<file path="src/rtl/cpu_pkg.sv">
// Shared definitions for the CPU interconnect blocks: arbitration mode
// encodings and the helper that sizes channel-index fields.
package cpu_pkg;

    localparam int ARB_FIXED = 0;
    localparam int ARB_RR    = 1;
    localparam int ARB_SEL   = 2;

    // Width needed to index n channels, never less than one bit so that a
    // two-channel (or degenerate) configuration still has a usable field.
    function automatic int clog2_min1(input int n);
        if (n <= 2) begin
            return 1;
        end
        return $clog2(n);
    endfunction

endpackage

</file>
<file path="src/rtl/rr_arbiter.sv">
// Combinational arbiter: picks at most one requester by fixed priority,
// round-robin from a supplied pointer, or an external select, and reports
// the winner both one-hot and as an index.
module rr_arbiter
    import cpu_pkg::*;
#(
    parameter int NUM_CH = 2,
    parameter int SEL_W  = clog2_min1(NUM_CH)
) (
    input  logic [NUM_CH-1:0] req,
    input  logic [SEL_W-1:0]  ptr,
    input  logic [1:0]        mode,
    input  logic [SEL_W-1:0]  sel,
    output logic [NUM_CH-1:0] grant,
    output logic [SEL_W-1:0]  grant_idx
);

    // Grant selection; the first match in search order wins and later
    // candidates are masked by the found flag, keeping the grant one-hot.
    always_comb begin
        logic found;
        int   cand;
        grant     = '0;
        grant_idx = '0;
        found     = 1'b0;
        cand      = 0;
        case (int'(mode))
            ARB_FIXED: begin
                for (int i = 0; i < NUM_CH; i++) begin
                    if (!found && req[i]) begin
                        found     = 1'b1;
                        grant[i]  = 1'b1;
                        grant_idx = SEL_W'(i);
                    end
                end
            end
            ARB_RR: begin
                for (int j = 0; j < NUM_CH; j++) begin
                    cand = int'(ptr) + j;
                    if (cand >= NUM_CH) begin
                        cand = cand - NUM_CH;
                    end
                    for (int i = 0; i < NUM_CH; i++) begin
                        if (!found && cand == i && req[i]) begin
                            found     = 1'b1;
                            grant[i]  = 1'b1;
                            grant_idx = SEL_W'(i);
                        end
                    end
                end
            end
            ARB_SEL: begin
                for (int i = 0; i < NUM_CH; i++) begin
                    if (sel == SEL_W'(i) && req[i]) begin
                        grant[i]  = 1'b1;
                        grant_idx = SEL_W'(i);
                    end
                end
            end
            default: begin
            end
        endcase
    end

endmodule

</file>
<file path="src/rtl/arb_mux.sv">
// N-channel valid/ready arbitrating mux with a one-entry registered output
// stage. One transfer per cycle, one cycle of latency. in_ready depends
// combinationally on out_ready; out_data does not.
module arb_mux
    import cpu_pkg::*;
#(
    parameter int WIDTH  = 32,
    parameter int NUM_CH = 2,
    parameter int MODE   = ARB_RR,
    parameter int SEL_W  = clog2_min1(NUM_CH)
) (
    input  logic                    clk,
    input  logic                    rstn,
    input  logic [SEL_W-1:0]        sel,
    input  logic [NUM_CH-1:0]       in_valid,
    input  logic [NUM_CH*WIDTH-1:0] in_data,
    output logic [NUM_CH-1:0]       in_ready,
    output logic                    out_valid,
    output logic [WIDTH-1:0]        out_data,
    output logic [SEL_W-1:0]        out_ch,
    input  logic                    out_ready
);

    logic [NUM_CH-1:0] grant;
    logic [SEL_W-1:0]  grant_idx;
    logic [SEL_W-1:0]  rr_ptr;
    logic [WIDTH-1:0]  grant_data;
    logic              load;
    logic              any_grant;

    rr_arbiter #(
        .NUM_CH (NUM_CH),
        .SEL_W  (SEL_W)
    ) u_arb (
        .req       (in_valid),
        .ptr       (rr_ptr),
        .mode      (2'(MODE)),
        .sel       (sel),
        .grant     (grant),
        .grant_idx (grant_idx)
    );

    assign load      = ~out_valid | out_ready;
    assign any_grant = |grant;
    assign in_ready  = (rstn && load) ? grant : '0;

    // AND-OR mux of the granted channel's data, driven by the one-hot grant.
    always_comb begin
        grant_data = '0;
        for (int i = 0; i < NUM_CH; i++) begin
            if (grant[i]) begin
                grant_data = in_data[i*WIDTH +: WIDTH];
            end
        end
    end

    // Output stage: capture the winner when empty or draining, otherwise hold.
    always_ff @(posedge clk or negedge rstn) begin
        if (!rstn) begin
            out_valid <= 1'b0;
            out_data  <= '0;
            out_ch    <= '0;
        end else if (load) begin
            if (any_grant) begin
                out_valid <= 1'b1;
                out_data  <= grant_data;
                out_ch    <= grant_idx;
            end else begin
                out_valid <= 1'b0;
            end
        end
    end

    // Round-robin pointer moves past the winner only on a completed input
    // handshake; the wrap is an explicit compare for non-power-of-two counts.
    always_ff @(posedge clk or negedge rstn) begin
        if (!rstn) begin
            rr_ptr <= '0;
        end else if (load && any_grant) begin
            if (grant_idx == SEL_W'(NUM_CH - 1)) begin
                rr_ptr <= '0;
            end else begin
                rr_ptr <= grant_idx + SEL_W'(1);
            end
        end
    end

endmodule

</file>
<file path="config.mk">
export PLATFORM = sky130hd
export DESIGN_NAME = arb_mux
export DESIGN_NICKNAME = d
export VERILOG_FILES = /design/src/rtl/cpu_pkg.sv /design/src/rtl/rr_arbiter.sv /design/src/rtl/arb_mux.sv
export SDC_FILE = /design/constraint.sdc
export NUM_CORES = 1
export LEC_CHECK = 0
export CORE_MARGIN = 8
export CORE_UTILIZATION = 39
export CTS_BUF_LIST = sky130_fd_sc_hd__clkbuf_2 sky130_fd_sc_hd__clkbuf_4 sky130_fd_sc_hd__clkbuf_8
export CTS_CLUSTER_DIAMETER = 60
export DETAILED_ROUTE_END_ITERATION = 6
export PLACE_DENSITY = 0.82
export SLEW_MARGIN = 10
export SYNTH_ARGS = -nofsm -noshare
export SYNTH_HDL_FRONTEND = slang
export SYNTH_SLANG_ARGS = --single-unit
export TNS_END_PERCENT = 5
</file>
<file path="constraint.sdc">
create_clock -name clk -period 1.8 [get_ports clk]
set_clock_uncertainty 0.1 [all_clocks]
set_input_delay 0.36 -clock clk [delete_from_list [all_inputs] [get_ports clk]]
set_output_delay 0.36 -clock clk [all_outputs]
set_load 0.05 [all_outputs]
</file>
==> impl_metrics.yaml <==
run_status:
  outcome: "finished clean"
route:
  antenna_left: 0
  routed_via_density: 5.51
  vias: 1785
  wl_per_cell_um: 18.7
  first_pass_iters: 4
  routed_wl_um: 6070
  dr.first_iter.drc_count: 84
  drc: 0
pwr:
  power.total_mw: 2.87
  p_switching_mw: 1.16
  combPwrFrac_pct: 45.7
  power_density_mw_per_mm2: 957
  pwr-share-seq_pct: 34.4
  swShare_pct: 40.4
  clkPwrFrac_pct: 20.0
  p_int_mw: 1.71
  p_leak_nw: 1.19
  ir_drop_mv: 0.531
worst_setup_path:
  critical_path.top_delay_family: "flip-flops"
  cp_slowest_cell: "dfrtp_1"
  critPathMaxFanout: 4
  slowest_delay_ns: 0.42
  end_kind: "output port"
  crit_cells: 3
  path_class: "reg -> out"
  path_cells: "nand2b_1 -> and4_4 -> buf_12"
  cp.buffers_inverters: 1
  worstPathRequired_ns: 1.34
  arrival_ns: 1.26
  worstRegToRegCells: 4
  startpoint_type: "flip-flop"
sta:
  slew_headroom_pct: 82.1
  fin_setup_tns_ns: 0
  setup_viol: 0
  slew_viol_final: 0
  finalHoldViolations: 0
  fmax_ghz: 0.583
  worst_slack_ns: 0.0848
  rsz0062_at_grt: "false"
  finalCriticalPeriod_ns: 1.72
  period_share_pct: 95.3
  worstMarginPinSlew_ns: 0.269
synthesis:
  netlist-cell-type-count: 16
  yosysTopAreaCellShare_pct: 48.8
  synth_nets: 235
  async_flop_share_pct: 100
  yosys-top-cells-count: "35 x a21oi_1, 35 x dfrtp_1, 32 x a32oi_1"
  synth_ff_type: "dfrtp_1"
  avgSynthCellArea_um2: 10.9
  syn-instance-count: 165
  yosysTopAreaCell: "dfrtp_1"
  synth_warnings: 0
  synth_seq_cells: 35
  synth_seq_area_share_pct: 48.8
  ys_top_cells_by_area: "dfrtp_1 49%, a32oi_1 16%, a21oi_2 15%"
  synth_area_mm2: 0.00180
  synth-edff-count: 0
clock_network:
  clkLatencyLatePin_ns: 0.29
  cts_inserted_buffers: 5
  root_buffer: "clkbuf_8"
  cts.clk_slew.worst_paths_ns: 0.07
  clock-sinks: 35
  cts-htree-levels: 2
  clk_path_buf_depth: 2
  cts_tree: "yes"
grt:
  grt_pass1_wl_um: 9830
  gr-total-overflow: 0
  track_usage_pct: 17.4
  grt_max_degree: 19
  antenna_found_initial: 0
  grt_pass1_vias: 1860
final_layout:
  fillers: 389
  drive_above_1_share_pct: 35.7
  regArea_um2: 876
  post-route-util_pct: 68.4
  area_delta_synth_final_pct: 67.0
  nets: 342
  multiInputGateArea_um2: 808
  stdcell_count: 324
  num_antenna_cells: 0
floorplan:
  die_area_mm2: 0.00703
  start_util_pct: 41.0
  core.rowCount: 24
  num_io_pins: 106
  coreArea_mm2: 0.00438
  die_height_um: 83.9
  chipWidth_um: 83.9
worst_hold_path:
  hold_path_depth: 2
  hold_class: "reg -> reg"
placed_design:
  hpwl_um: 4750
  io_buffers: 104
  place_inst: 316
  pre_cts_slack_ns: -0.127
  gp_congestion: 0.737
flow_run:
  maxCapViolations: 0
==> placed cells by master, fill, tap and decap left out, types with 2 or more instances in the layout <==
cell,Yosys,layout
a21oi_2,30,30
buf_12,0,6
buf_4,0,48
clkbuf_8,0,6
dfrtp_1,35,35
a32oi_1,32,32
nand2b_1,3,2
a21oi_1,35,35
dlygate4sd2_1,0,3
clkdlybuf4s50_1,0,64
==> worst paths after layout <==
kind | startpoint | to | slack, ns
max in group asynchronous | rstn | out_data[11]$_DFFE_PN0P_ | 0.85
min in group asynchronous | rstn | rr_ptr$_DFFE_PN0P_ | 0.55
worst min-delay path | out_data[4]$_DFFE_PN0P_ | out_data[4]$_DFFE_PN0P_ | 0.42
worst max register to register | rr_ptr$_DFFE_PN0P_ | out_data[17]$_DFFE_PN0P_ | 0.38
worst min register to register | out_data[4]$_DFFE_PN0P_ | out_data[4]$_DFFE_PN0P_ | 0.42
worst max-delay path | rr_ptr$_DFFE_PN0P_ | in_ready[1] | 0.08
==> power groups by stage <==
stage	Sequential [mW]	Clock (mW)	Combinational (mW)
global route	0.999	0.634	1.38
CTS	0.986	0.594	1.33
finish	0.986	0.574	1.31
detailed placement	0.999	0	1.32
global placement	0.993	0	1.30
floorplan	1.44	0	0.355
==> flip-flops by register name, indices dropped and copies added (netlist names) <==
| name | flops |
|---|---|
| rr_ptr | 1 |
| out_data | 32 |
| out_ch | 1 |
| out_valid | 1 |
==> cell type report <==
type                            count  share of cell area [%]
Timing Repair Buffer              123                    38.8
Tap cell                           52                    2.17
Multi-Input combinational cell    107                    27.0
Clock inverter                      1                   0.167
Clock buffer                        6                    2.75
Sequential cell                    35                    29.2
==> cells by family after synthesis <==
logic type | after synthesis | share of synthesized area [%]
AO/OA/AOI/OAI | 100 | 41.5
buffers and inverters | 23 | 7.04
flip-flops | 35 | 48.8
AND/OR/NAND/NOR | 7 | 2.72
==> worst reg2reg max path, cell delays in order, from the launching register on <==
cell and delay, ns:
dfrtp_1 0.42, nand2b_1 0.19, buf_4 0.21, a32oi_1 0.30
a21oi_2 0.09
==> metrics by stage <==
stage                     hold WS, ns  area, um^2
after global routing            0.433        3000
after global placement          0.285        2900
after CTS                       0.418        3000
final                           0.415        3000
after detailed placement        0.286        2900
after floorplan               -0.0356        1800
==> routing by layer <==
layer,GRT usage [%],vias to the layer above,routed length (um)
met5,0,-,0
met4,6.59,0,92
met3,5.96,5,401
met2,28.4,69,2920
met1,20.4,849,2650
li1,-,862,-
==> what timing repair did <==
| item | in CTS | in global routing |
|---|---|---|
| endpoints found under the hold margin | 35 | 0 |
| setup buffers | 0 | 0 |
| resized for setup | 5 | 0 |
| endpoints found under the setup margin | 2 | 0 |
| hold buffers | 1 | 0 |
Power figures use the tool's default switching activity.
